File: src/rtl/dmem_arbiter.sv
// Round-robin arbiter that shares one single-port data memory between two requesters.
// Optional atomic lock support is enabled with the DMEM_ARB_LOCK_EN macro.
module dmem_arbiter #(
  parameter int AW       = 8,
  parameter int DW       = 8,
  parameter int LOCK_MAX = 4
) (
  input  logic          clk,
  input  logic          rst_n,
  input  logic          req0,
  input  logic          req1,
  input  logic          we0,
  input  logic          we1,
  input  logic [AW-1:0] addr0,
  input  logic [AW-1:0] addr1,
  input  logic [DW-1:0] wdata0,
  input  logic [DW-1:0] wdata1,
`ifdef DMEM_ARB_LOCK_EN
  input  logic          lock0,
  input  logic          lock1,
`endif
  output logic          gnt0,
  output logic          gnt1,
  output logic          rvalid0,
  output logic          rvalid1,
  output logic [DW-1:0] rdata0,
  output logic [DW-1:0] rdata1,
  output logic [AW-1:0] mem_addr,
  output logic [DW-1:0] mem_wdata,
  output logic          mem_we,
  input  logic [DW-1:0] mem_rdata
);

  logic rr_last_r;
  logic eff_req0_s;
  logic eff_req1_s;
  logic win0_s;
  logic win1_s;

`ifdef DMEM_ARB_LOCK_EN
  typedef enum logic [1:0] {
    UNLOCKED = 2'd0,
    LOCKED0  = 2'd1,
    LOCKED1  = 2'd2
  } lock_state_t;

  localparam int CW = $clog2(LOCK_MAX + 1);
  localparam logic [CW-1:0] LOCK_LAST = CW'(LOCK_MAX - 1);

  lock_state_t   state_r;
  lock_state_t   state_nxt_s;
  logic [CW-1:0] lock_cnt_r;
  logic [CW-1:0] lock_cnt_nxt_s;

  // While a port holds the lock the other port's request is masked out
  always_comb begin
    eff_req0_s = req0;
    eff_req1_s = req1;
    case (state_r)
      LOCKED0: eff_req1_s = 1'b0;
      LOCKED1: eff_req0_s = 1'b0;
      default: begin
        eff_req0_s = req0;
        eff_req1_s = req1;
      end
    endcase
  end

  // Lock FSM next state: release on lock drop, request drop or burst limit
  always_comb begin
    state_nxt_s    = state_r;
    lock_cnt_nxt_s = lock_cnt_r;
    case (state_r)
      UNLOCKED: begin
        if (gnt0 && lock0) begin
          state_nxt_s    = LOCKED0;
          lock_cnt_nxt_s = {{(CW-1){1'b0}}, 1'b1};
        end else if (gnt1 && lock1) begin
          state_nxt_s    = LOCKED1;
          lock_cnt_nxt_s = {{(CW-1){1'b0}}, 1'b1};
        end else begin
          state_nxt_s = UNLOCKED;
        end
      end
      LOCKED0: begin
        if (!req0) begin
          state_nxt_s = UNLOCKED;
        end else if (gnt0) begin
          if (!lock0 || (lock_cnt_r == LOCK_LAST)) begin
            state_nxt_s = UNLOCKED;
          end else begin
            lock_cnt_nxt_s = lock_cnt_r + {{(CW-1){1'b0}}, 1'b1};
          end
        end else begin
          state_nxt_s = LOCKED0;
        end
      end
      LOCKED1: begin
        if (!req1) begin
          state_nxt_s = UNLOCKED;
        end else if (gnt1) begin
          if (!lock1 || (lock_cnt_r == LOCK_LAST)) begin
            state_nxt_s = UNLOCKED;
          end else begin
            lock_cnt_nxt_s = lock_cnt_r + {{(CW-1){1'b0}}, 1'b1};
          end
        end else begin
          state_nxt_s = LOCKED1;
        end
      end
      default: begin
        state_nxt_s    = UNLOCKED;
        lock_cnt_nxt_s = {CW{1'b0}};
      end
    endcase
  end

  // Lock FSM state register
  always_ff @(posedge clk or negedge rst_n) begin
    if (!rst_n) begin
      state_r    <= UNLOCKED;
      lock_cnt_r <= {CW{1'b0}};
    end else begin
      state_r    <= state_nxt_s;
      lock_cnt_r <= lock_cnt_nxt_s;
    end
  end
`else
  assign eff_req0_s = req0;
  assign eff_req1_s = req1;
`endif

  // Round-robin pick: under contention the port that did not win last time goes
  always_comb begin
    win0_s = 1'b0;
    win1_s = 1'b0;
    if (eff_req0_s && eff_req1_s) begin
      win0_s = rr_last_r;
      win1_s = ~rr_last_r;
    end else begin
      win0_s = eff_req0_s;
      win1_s = eff_req1_s;
    end
  end

  assign gnt0 = win0_s & rst_n;
  assign gnt1 = win1_s & rst_n;

  // Winner steers the memory interface; idle cycles present all zeros
  always_comb begin
    mem_addr  = {AW{1'b0}};
    mem_wdata = {DW{1'b0}};
    mem_we    = 1'b0;
    if (gnt0) begin
      mem_addr  = addr0;
      mem_wdata = wdata0;
      mem_we    = we0;
    end else if (gnt1) begin
      mem_addr  = addr1;
      mem_wdata = wdata1;
      mem_we    = we1;
    end else begin
      mem_we    = 1'b0;
    end
  end

  // Round-robin history and registered read return
  always_ff @(posedge clk or negedge rst_n) begin
    if (!rst_n) begin
      rr_last_r <= 1'b1;
      rvalid0   <= 1'b0;
      rvalid1   <= 1'b0;
      rdata0    <= {DW{1'b0}};
      rdata1    <= {DW{1'b0}};
    end else begin
      if (gnt1) begin
        rr_last_r <= 1'b1;
      end else if (gnt0) begin
        rr_last_r <= 1'b0;
      end else begin
        rr_last_r <= rr_last_r;
      end
      rvalid0 <= gnt0 & ~we0;
      rvalid1 <= gnt1 & ~we1;
      if (gnt0 && !we0) begin
        rdata0 <= mem_rdata;
      end
      if (gnt1 && !we1) begin
        rdata1 <= mem_rdata;
      end
    end
  end

endmodule

File: config.mk
export PLATFORM = sky130hd
export DESIGN_NAME = dmem_arbiter
export DESIGN_NICKNAME = d
export VERILOG_FILES = /design/src/rtl/dmem_arbiter.sv
export SDC_FILE = /design/constraint.sdc
export NUM_CORES = 1
export LEC_CHECK = 0
export ABC_AREA = 1
export BUFFER_PORTS_ARGS = -buffer_cell sky130_fd_sc_hd__buf_2
export CAP_MARGIN = 10
export CORE_MARGIN = 2
export CORE_UTILIZATION = 40
export CTS_BUF_LIST = sky130_fd_sc_hd__clkbuf_16
export DETAILED_ROUTE_END_ITERATION = 10
export PLACE_DENSITY = 0.92
export SLEW_MARGIN = 20
export SYNTH_ARGS = -nofsm -noshare
export SYNTH_HDL_FRONTEND = slang
export SYNTH_SLANG_ARGS = --single-unit
File: constraint.sdc
create_clock -name clk -period 3 [get_ports clk]
set_clock_uncertainty 0.2 [all_clocks]
set_input_delay 0.15 -clock clk [delete_from_list [all_inputs] [get_ports clk]]
set_output_delay 0.15 -clock clk [all_outputs]
set_load 0.02 [all_outputs]
==> results of run 1 <==
==> synth_stat cells <==
master / number / area share, %
clkinv_1: 2 / 0.72
nand4_1: 16 / 9.6
nand2_1: 82 / 29
nor2_8: 1 / 1.9
inv_1: 2 / 0.72
nand3_2: 1 / 0.96
nand2_4: 2 / 2.2
inv_2: 3 / 1.1
dfstp_2: 1 / 2.5
nand3_4: 1 / 1.7
dfrtp_1: 18 / 43
nand2_2: 2 / 1.2
inv_4: 2 / 1.2
o21ai_0: 1 / 0.48
buf_6: 2 / 2.2
buf_4: 1 / 0.72
o22ai_1: 1 / 0.60
==> worst max-delay path, cell delays in order <==
cell,delay (ps)
dlygate4sd3_1,530
buf_2,410
nand2_1,130
inv_2,190
nand2_2,100
inv_4,150
nand2_1,70
nand2_1,60
buf_2,160
==> path summary, 6_finish.rpt <==
path                                       start                     to  slack, ps  depth (start not counted)
setup / recovery                           rst_n           mem_wdata[5]        700                          9
hold reg to reg            rdata1[5]$_DFFE_PN0P_  rdata1[5]$_DFFE_PN0P_        270                          2
min in group asynchronous                  rst_n      rvalid1$_DFF_PN0_        200                          2
setup reg to reg           rr_last_r$_DFFE_PN1P_  rdata0[1]$_DFFE_PN0P_       1640                          5
max in group asynchronous                  rst_n  rr_last_r$_DFFE_PN1P_       2050                          2
hold / removal                      mem_rdata[0]  rdata1[0]$_DFFE_PN0P_          7                          3
==> kinds of logic (layout without fill, tap and decap cells) <==
group	after synthesis	in the layout	synth area share, %
buffers and inverters	12	103	6.57
AO/OA/AOI/OAI	2	2	1.08
flip-flops	19	19	45.5
AND/OR/NAND/NOR	105	105	46.8
==> sequential cells by signal, indices dropped and copies added, names as in the netlist <==
register / cells
rdata0: 8
rdata1: 8
rr_last_r: 1
rvalid0: 1
rvalid1: 1
==> area by class of cell <==
| cell class | count | area share [%] |
|---|---|---|
| Inverter | 9 | 2.39 |
| Multi-Input combinational cell | 107 | 30.9 |
| Clock buffer | 3 | 4.62 |
| Sequential cell | 19 | 29.4 |
| Timing Repair Buffer | 90 | 30.2 |
| Tap cell | 30 | 2.31 |
| Clock inverter | 1 | 0.231 |
==> routing by layer <==
metal | up-vias | routed length [um] | global-route usage, %
li1 | 627 | - | -
met1 | 565 | 1310 | 28.8
met2 | 43 | 1680 | 39.7
met3 | 12 | 151 | 4.03
met4 | 0 | 90 | 9.76
met5 | - | 0 | 0
==> per-stage QoR <==
stage | setup WS, ps | instance area, sq um | cells | power [mW] | hold WS, ps
5_1_grt | 484 | 1620 | 259 | 0.937 | 16.3
2_1_floorplan | 1410 | 1050 | 138 | 0.499 | -346
6_report | 704 | 1620 | 259 | 0.888 | 7.10
3_3_place_gp | 1290 | 1470 | 247 | 0.603 | -85.7
4_1_cts | 696 | 1620 | 259 | 0.884 | 6.39
3_5_place_dp | 1230 | 1470 | 247 | 0.612 | -79.0
==> power by group through the flow <==
stage / sequential, mW / combinational [mW] / clock, mW
floorplan: 0.387 / 0.112 / 0
global placement: 0.329 / 0.274 / 0
detailed placement: 0.330 / 0.281 / 0
CTS: 0.327 / 0.291 / 0.266
global route: 0.332 / 0.321 / 0.285
finish: 0.327 / 0.292 / 0.269
==> what timing repair did <==
| item | 4_1_cts | 5_1_grt |
|---|---|---|
| hold buffers | 8 | 0 |
| hold endpoints to repair | 28 | 0 |
| gates resized for setup | 0 | 0 |
| buffers inserted | 0 | 0 |
==> summary.md, run 1 <==
| Metric | Value |
|---|---|
| IO buf count | `82` |
| Via density | `4.81` |
| PD cells | `547 mW/mm^2` |
| Post-DRT Antenna Nets | `0` |
| Worst Hold Class | `in2reg` |
| Area delta synth->final | `55.1%` |
| Pint | `0.582 mW` |
| Initial antenna violation count | `0` |
| Deepest clock path buffer count | `2` |
| Syn. warnings | `0` |
| Number of inserted diodes | `0` |
| Worst VDD drop | `0.426 mV` |
| Yosys reg bits | `19` |
| Largest net degree at the start of global routing | `22` |
| Layout cell share with drive strength beyond 1 | `42.8%` |
| Switching Fraction | `34.4%` |
| Die H | `55.2 um` |
| Vias in the first global route | `1134` |
| Result of the run | `completed` |
| Most frequent cells in the layout | `nand2_1, buf_2, dfrtp_1` |
| Register area | `477 sq um` |
| Post-route DRC violation count | `0` |
| Crit path DAT | `1950 ps` |
| Static Leak | `1.02 nW` |
| Vias | `1247` |
| Fill count | `225` |
| CP endpoint kind | `primary output` |
| Die ar. | `0.00304 sq mm` |
| Setup TNS Final | `0 ps` |
| DR pass1 iterations | `4` |
| Slew margin rel. | `68.8%` |
| Fin util | `65.6%` |
| Post-synthesis sequential area ratio | `45.5%` |
| NetSw | `0.306 mW` |
| 1st-iter DRT viols | `29` |
| Detailed Place HPWL | `2.26 mm` |
| Worst Setup Start Kind | `primary input` |
| Boundary Pins | `83` |
| Crit path max fanout | `21` |
| Required @ worst endpoint | `2650 ps` |
| Die W | `55.2 um` |
| RSZ-0062 raised after global routing | `false` |
| Routed WL | `3.24 mm` |
| FMAX | `435 MHz` |
| Net Count, Synth | `184` |
| Clk pwr share | `30.3%` |
| Worst-path clk slew | `50 ps` |
| CTS Buf Count | `3` |
| Crit path time final | `2300 ps` |
| GRT Total Usage | `23.2%` |
| Distinct cells, synth | `17` |
| Placement Rows | `18` |
| Area of the multi-input gates | `502 sq um` |
| Clk_lat worst skew | `250 ps` |
| Combinational power share | `32.8%` |
| Part of the power in registers | `36.8%` |
| Post-route clock period utilization | `76.5%` |
| Max Cap Viol | `0` |
| Fin. max-slew vios | `0` |
| Cell Area, Synth | `0.00105 sq mm` |
| Grt ovf | `0` |
| Nets | `276` |
| Setup violators final | `0` |
| Post-Syn Instances | `138` |
| Worst slew pin tran | `468 ps` |
| Routability cong. | `0.830` |
| DR WL/cell | `12.5 um` |
| First-pass GRT wire length | `5.10 mm` |
| Mean Syn Cell Area | `7.59 sq um` |
| Max H-tree Level | `1` |
| CTS root buffer | `clkbuf_16` |
| Initial core utilization | `42.3%` |
| Sink Count | `19` |
| Core ar. | `0.00248 sq mm` |
| Hold Vio Cnt, Final | `0` |
| Critical path class | `in2out` |
| CTS tree | `built` |
Power figures use the tool's default switching activity.
==> run 2: changes to the inputs <==
--- a/config.mk
+++ b/config.mk
@@ -9,10 +9,10 @@
 export BUFFER_PORTS_ARGS = -buffer_cell sky130_fd_sc_hd__buf_2
 export CAP_MARGIN = 10
 export CORE_MARGIN = 2
-export CORE_UTILIZATION = 40
+export CORE_UTILIZATION = 35
 export CTS_BUF_LIST = sky130_fd_sc_hd__clkbuf_16
 export DETAILED_ROUTE_END_ITERATION = 10
-export PLACE_DENSITY = 0.92
+export PLACE_DENSITY = 0.87
 export SLEW_MARGIN = 20
 export SYNTH_ARGS = -nofsm -noshare
 export SYNTH_HDL_FRONTEND = slang
==> constraint.sdc (replaced) <==
create_clock -name clk -period 2.1 [get_ports clk]
set_clock_uncertainty 0.2 [all_clocks]
set_input_delay 0.105 -clock clk [delete_from_list [all_inputs] [get_ports clk]]
set_output_delay 0.105 -clock clk [all_outputs]
set_load 0.02 [all_outputs]
==> run 2 against run 1 <==
Compared with the run above: the flow now finishes with violations (design-rule violations); die area is 13% higher; utilization is 6.5 points lower; wire length is 2.5% lower; global-route usage is 3.6 points lower; sequential share of layout area is 0.58 points lower; critical endpoint is now mem_addr[6].
==> summary.md, run 2 (synthesis gave the netlist of run 1 again) <==
| Metric | Value |
|---|---|
| First-pass GRT wire length | `5.25 mm (+3.0%)` |
| Worst r2r path cells | `5 (unchanged)` |
| Post-route DRC violation count | `3 (+3)` |
| Sink Count | `19 (unchanged)` |
| Worst VDD drop | `0.634 mV (+49%)` |
| Fin. max-slew vios | `0 (unchanged)` |
| Worst path depth | `9 (unchanged)` |
| CP Buf/Inv Count | `5 (unchanged)` |
| Vias | `1228 (-1.5%)` |
| CP most frequent cell | `nand2_1` |
| Critical path class | `in2out` |
| Post-route design area | `0.00166 sq mm (+2.0%)` |
| Vias in the first global route | `1263 (+11%)` |
| Setup violators final | `0 (unchanged)` |
| Number of inserted diodes | `0 (unchanged)` |
| CTS root buffer | `clkbuf_16` |
| Clk_lat worst skew | `250 ps (about the same)` |
| Hold Vio Cnt, Final | `0 (unchanged)` |
| Result of the run | `finished with violations` |
| Layout cell share with drive strength beyond 1 | `43.1% (+0.31 points)` |
| Grt ovf | `0 (unchanged)` |
| Post-route clock period utilization | `93.4%` |
| Post-DRT Antenna Nets | `0 (unchanged)` |
| Area delta synth->final | `58.2%` |
| Slowest cell delay on critical path | `550 ps (+20 ps)` |
| Die H | `58.7 um (+6.4%)` |
| IO buf count | `82 (unchanged)` |
| Initial core utilization | `37.3% (-4.9 points)` |
| 1st-iter DRT viols | `42 (+45%)` |
| RSZ-0062 raised after global routing | `false` |
| Worst Hold Class | `in2async` |
| Largest net degree at the start of global routing | `19 (-14%)` |
| Failing checks | `design-rule violations` |
| DR WL/cell | `12.0 um (-4.0%)` |
| Setup TNS Final | `0 ps (unchanged)` |
| Worst Setup Start Kind | `primary input` |
| Initial antenna violation count | `0 (unchanged)` |
| DR pass1 iterations | `8 (+4)` |
| CTS Buf Count | `3 (unchanged)` |
| Worst slew pin tran | `288 ps (-181 ps)` |
| Required @ worst endpoint | `1790 ps (-860 ps)` |
| FMAX | `510 MHz` |
| CP Cell Sequence | `dlygate4sd3_1 > clkbuf_4 > nand2_1 > inv_2 > nand2_2 > inv_4 > nand2_1 > nand2_1 > buf_2` |
| Fill count | `243 (+8.0%)` |
| Worst-path clk slew | `50 ps (about the same)` |
| Reg-to-reg slack, setup | `780 ps (-860 ps)` |
| Max Cap Viol | `0 (unchanged)` |
| Worst r2r dst | `rdata0[2]$_DFFE_PN0P_` |
| Max H-tree Level | `1 (unchanged)` |
| Placement Rows | `19 (+1)` |
| Routability cong. | `0.776 (-6.5%)` |
| CTS tree | `built` |
| Commonest non-fill, non-tap cell in the layout | `nand2_1` |
| Slew margin rel. | `80.7% (+12 points)` |
| Boundary Pins | `83 (unchanged)` |
| Delay-heaviest family, CP | `buffers and inverters` |
| Routed WL | `3.15 mm (-2.5%)` |
| GRT Total Usage | `19.6% (-3.6 points)` |
| Largest registers | `rdata0 x8, rdata1 x8` |
| Detailed Place HPWL | `2.24 mm (-0.78%)` |
| Crit path max fanout | `17 (-19%)` |
| Via density | `4.67 (-3.0%)` |
| Crit path DAT | `1660 ps (-290 ps)` |
| Deepest clock path buffer count | `2 (unchanged)` |
| Nets | `279 (+1.1%)` |
| Reg2Reg Launch Point | `rr_last_r$_DFFE_PN1P_` |
| CP endpoint kind | `primary output` |
| Crit path time final | `1960 ps` |
| Crit-path slowest cell | `dlygate4sd3_1` |
| Core ar. | `0.00281 sq mm (+13%)` |
| Static Leak | `1.03 nW (+1.2%)` |
| Die W | `58.7 um (+6.4%)` |
| Most frequent cells in the layout | `nand2_1, buf_2, dfrtp_1` |
| PD cells | `766 mW/mm^2 (+40%)` |
| Die ar. | `0.00345 sq mm (+13%)` |
| DP Area | `0.00147 sq mm (+0.60%)` |
| # Post-CTS Setup Buffers | `0 (unchanged)` |
[run 2: cell count changes in the layout (fill, tap and decap cells not counted), sizes merged]
cell / change
clkbuf: +1
dlygate4sd3: +2
clkinv: +1
inv: -1
[run 2: how the worst max path moves through the flow]
| stage | start | to | slack (ps) |
|---|---|---|---|
| detailed placement | rr_last_r$_DFFE_PN1P_ | mem_addr[6] | 570 |
| finish | rst_n | mem_addr[6] | 140 |
| global placement | rr_last_r$_DFFE_PN1P_ | mem_addr[6] | 590 |
| global route | rst_n | mem_addr[6] | 30 |
| CTS | rst_n | mem_addr[6] | 140 |
| floorplan | rr_last_r$_DFFE_PN1P_ | mem_we | 550 |
[run 2: area by class of cell]
cell class,count,area [sq um],area share (%)
Multi-Input combinational cell,107,502,30.3
Sequential cell,19,477,28.8
Timing Repair Buffer,93,520,31.4
Tap cell,31,38.8,2.34
Clock inverter,1,5.00,0.302
Inverter,9,38.8,2.34
Clock buffer,3,75.1,4.53
[run 2: power by group]
part	leakage (nW)	switching (mW)	internal (mW)
clock	0.0409	0.129	0.255
sequential	0.238	0.0344	0.434
combinational	0.756	0.268	0.149
[run 2: what timing repair did]
action	CTS	global route
endpoints found under the hold margin	36	0
resized for setup	0	1
hold buffers	10	0
setup endpoints to repair	0	10
[run 2: worst register-to-register path, delay by kind of cell (launching register included)]
kind                   cells  cell delay (ps)
DFF                        1              540
and+or+nand+nor            4              420
buffers and inverters      1               50
[run 2: per-stage QoR]
| stage | power [mW] | util, % | cells | worst slack (ps) | hold WS (ps) |
|---|---|---|---|---|---|
| floorplan | 0.712 | - | 138 | 551 | -391 |
| global placement | 0.865 | 52.5 | 249 | 594 | -246 |
| detailed placement | 0.874 | 52.5 | 249 | 570 | -237 |
| CTS | 1.28 | 59.0 | 263 | 135 | 30.1 |
| global route | 1.35 | 59.1 | 263 | 26.2 | 68.1 |
| finish | 1.27 | 59.1 | 263 | 139 | 69.1 |
[run 2: layer usage]
metal | GRT usage (%) | vias up | routed length (um)
met5 | 0 | - | 0
met4 | 6.17 | 0 | 102
met3 | 4.62 | 10 | 180
met2 | 36.8 | 41 | 1660
met1 | 21.7 | 549 | 1210
li1 | - | 628 | -
==> run 3: changes to the inputs <==
--- a/config.mk
+++ b/config.mk
@@ -8,6 +8,7 @@
 export ABC_AREA = 1
 export BUFFER_PORTS_ARGS = -buffer_cell sky130_fd_sc_hd__buf_2
 export CAP_MARGIN = 10
+export CORE_ASPECT_RATIO = 0.7
 export CORE_MARGIN = 2
 export CORE_UTILIZATION = 35
 export CTS_BUF_LIST = sky130_fd_sc_hd__clkbuf_16
==> run 3 against run 2 <==
Compared with the run above: the flow now finishes without violations; sequential share of layout area shrank 0.065 points; wire length shrank 4.0%; sequential power is essentially flat; largest power group unchanged; clock power is essentially flat; register-to-register slack lost 30 ps; fmax grew 3.4%; largest cell class unchanged.
==> summary.md, run 3 (synthesis gave the netlist of run 1 again) <==
| Metric | Value |
|---|---|
| Post-route DRC violation count | `0 (-3)` |
| PD cells | `765 mW/mm^2 (-0.21%)` |
| Initial core utilization | `37.1% (-0.23 points)` |
| Worst Setup Start Kind | `primary input` |
| Hold Vio Cnt, Final | `0 (unchanged)` |
| CTS tree | `built` |
| Fin util | `58.8% (-0.23 points)` |
| Slowest cell delay on critical path | `520 ps (-30 ps)` |
| IO buf count | `82 (unchanged)` |
| CP Buf/Inv Count | `5 (unchanged)` |
| Sink Count | `19 (unchanged)` |
| Post-CTS Resized | `0 (unchanged)` |
| Max Cap Viol | `0 (unchanged)` |
| Placement Rows | `16 (-3)` |
| Number of inserted diodes | `0 (unchanged)` |
| Clk_lat worst skew | `250 ps (about the same)` |
| Hold path startpoint | `req0` |
| # Post-CTS Setup Buffers | `0 (unchanged)` |
| Die ar. | `0.00345 sq mm (+0.20%)` |
| Worst-path clk slew | `50 ps (about the same)` |
| Worst path depth | `9 (unchanged)` |
| Result of the run | `completed` |
| Static Leak | `1.03 nW (about the same)` |
| Via density | `4.66 (-0.27%)` |
| CP Launch Point | `rst_n` |
| Crit path DAT | `1590 ps (-70 ps)` |
| Delay-heaviest family, CP | `buffers and inverters` |
| Clk pwr share | `30.4% (about the same)` |
| 1st-iter DRT viols | `59 (+40%)` |
| Largest registers | `rdata0 x8, rdata1 x8` |
| First-pass GRT wire length | `5.27 mm (+0.40%)` |
| Post-route design area | `0.00166 sq mm (+0.23%)` |
| Worst slew pin tran | `314 ps (+26.4 ps)` |
| Hold Path Depth | `4` |
| Setup TNS Final | `0 ps (unchanged)` |
| CTS Buf Count | `3 (unchanged)` |
| Slew margin rel. | `78.9% (-1.8 points)` |
| Combinational power share | `32.7% (about the same)` |
| Crit-path slowest cell | `dlygate4sd3_1` |
| Die H | `49.8 um (-15%)` |
| Switching Fraction | `34.0% (+0.042 points)` |
| Fin. max-slew vios | `0 (unchanged)` |
| Setup violators final | `0 (unchanged)` |
| Pint | `0.837 mW (about the same)` |
| DP Area | `0.00148 sq mm (+0.42%)` |
| Max H-tree Level | `1 (unchanged)` |
| Vias in the first global route | `1234 (-2.3%)` |
| Worst Hold Class | `in2reg` |
| CP endpoint kind | `primary output` |
| Layout cell share with drive strength beyond 1 | `43.1% (unchanged)` |
| CP Cell Sequence | `dlygate4sd3_1 > buf_2 > nand2_1 > inv_2 > nand2_2 > inv_4 > nand2_1 > nand2_1 > buf_2` |
| Core ar. | `0.00282 sq mm (+0.62%)` |
| DR WL/cell | `11.3 um (-5.8%)` |
| Critical path class | `in2out` |
| Routability cong. | `0.846 (+9.1%)` |
| Post-route clock period utilization | `90.3% (-3.1 points)` |
| Routed WL | `3.03 mm (-4.0%)` |
| Crit path max fanout | `17 (unchanged)` |
| Total power | `1.27 mW (about the same)` |
| Boundary Pins | `83 (unchanged)` |
| NetSw | `0.432 mW (+0.14%)` |
| Required @ worst endpoint | `1790 ps (about the same)` |
| Post-DRT Antenna Nets | `0 (unchanged)` |
| Grt ovf | `0 (unchanged)` |
| CP most frequent cell | `nand2_1` |
| Nets | `279 (unchanged)` |
| Worst r2r path cells | `4 (-1)` |
| Vias | `1248 (+1.6%)` |
| Most frequent cells in the layout | `nand2_1, buf_2, dfrtp_1` |
| CTS root buffer | `clkbuf_16` |
| Die W | `69.4 um (+18%)` |
| Area delta synth->final | `58.5%` |
| Largest net degree at the start of global routing | `19 (unchanged)` |
| RSZ-0062 raised after global routing | `false` |
| GRT Total Usage | `19.2% (-0.37 points)` |
| Worst VDD drop | `0.245 mV (-61%)` |
| Crit path time final | `1900 ps (-64.9 ps)` |
| Initial antenna violation count | `0 (unchanged)` |
| Deepest clock path buffer count | `2 (unchanged)` |
| Part of the power in registers | `36.9% (about the same)` |
| Detailed Place HPWL | `2.36 mm (+5.3%)` |
| DR pass1 iterations | `4 (-4)` |
| FMAX | `527 MHz (+3.4%)` |
| Reg2Reg Launch Point | `rr_last_r$_DFFE_PN1P_` |
-- run 3: layout make-up --
type                    count  area [sq um]
clock buffers               3          75.1
clock inverters             1          5.00
fillers                   259          1160
inverters                   9          38.8
multi-input cells         107           502
flip-flops and latches     19           477
well taps                  36          45.0
repair buffers             93           518
-- run 3: stage by stage --
step | hold WS [ps] | setup slack (ps) | std cells
global placement | -77.9 | 576 | 254
global route | 154 | 29.9 | 268
CTS | 106 | 195 | 268
detailed placement | -77.0 | 556 | 254
floorplan | -391 | 551 | 138
finish | 108 | 204 | 268
-- run 3: final timing paths --
check	end	slack (ps)
min	rr_last_r$_DFFE_PN1P_	110
min in group asynchronous	rr_last_r$_DFFE_PN1P_	200
max	mem_wdata[3]	200
min reg2reg	rdata1[7]$_DFFE_PN0P_	260
max in group asynchronous	rvalid0$_DFF_PN0_	1270
max reg2reg	rdata1[2]$_DFFE_PN0P_	750
-- run 3: metal layers --
layer,track usage (%),wire [um],vias up
met5,0,0,-
met4,3.59,24,0
met3,4.91,249,4
met2,34.3,1470,58
met1,23.9,1290,556
li1,-,-,630
-- run 3: repair_timing --
item,4_1_cts,5_1_grt
setup endpoints to repair,0,0
endpoints found under the hold margin,36,0
hold buffers,10,0
-- run 3: power by group through the flow --
stage | clock, mW | sequential (mW) | combinational [mW]
final | 0.386 | 0.468 | 0.415
after CTS | 0.393 | 0.468 | 0.419
after global routing | 0.413 | 0.476 | 0.455
after global placement | 0 | 0.473 | 0.394
after floorplan | 0 | 0.553 | 0.160
after detailed placement | 0 | 0.474 | 0.403
-- run 3: tightest hold or removal path: cells and delay by family --
| family | cells | cell delay [ps] |
|---|---|---|
| compound gates | 1 | 110 |
| buf+inv | 2 | 270 |
| simple gates | 1 | 60 |
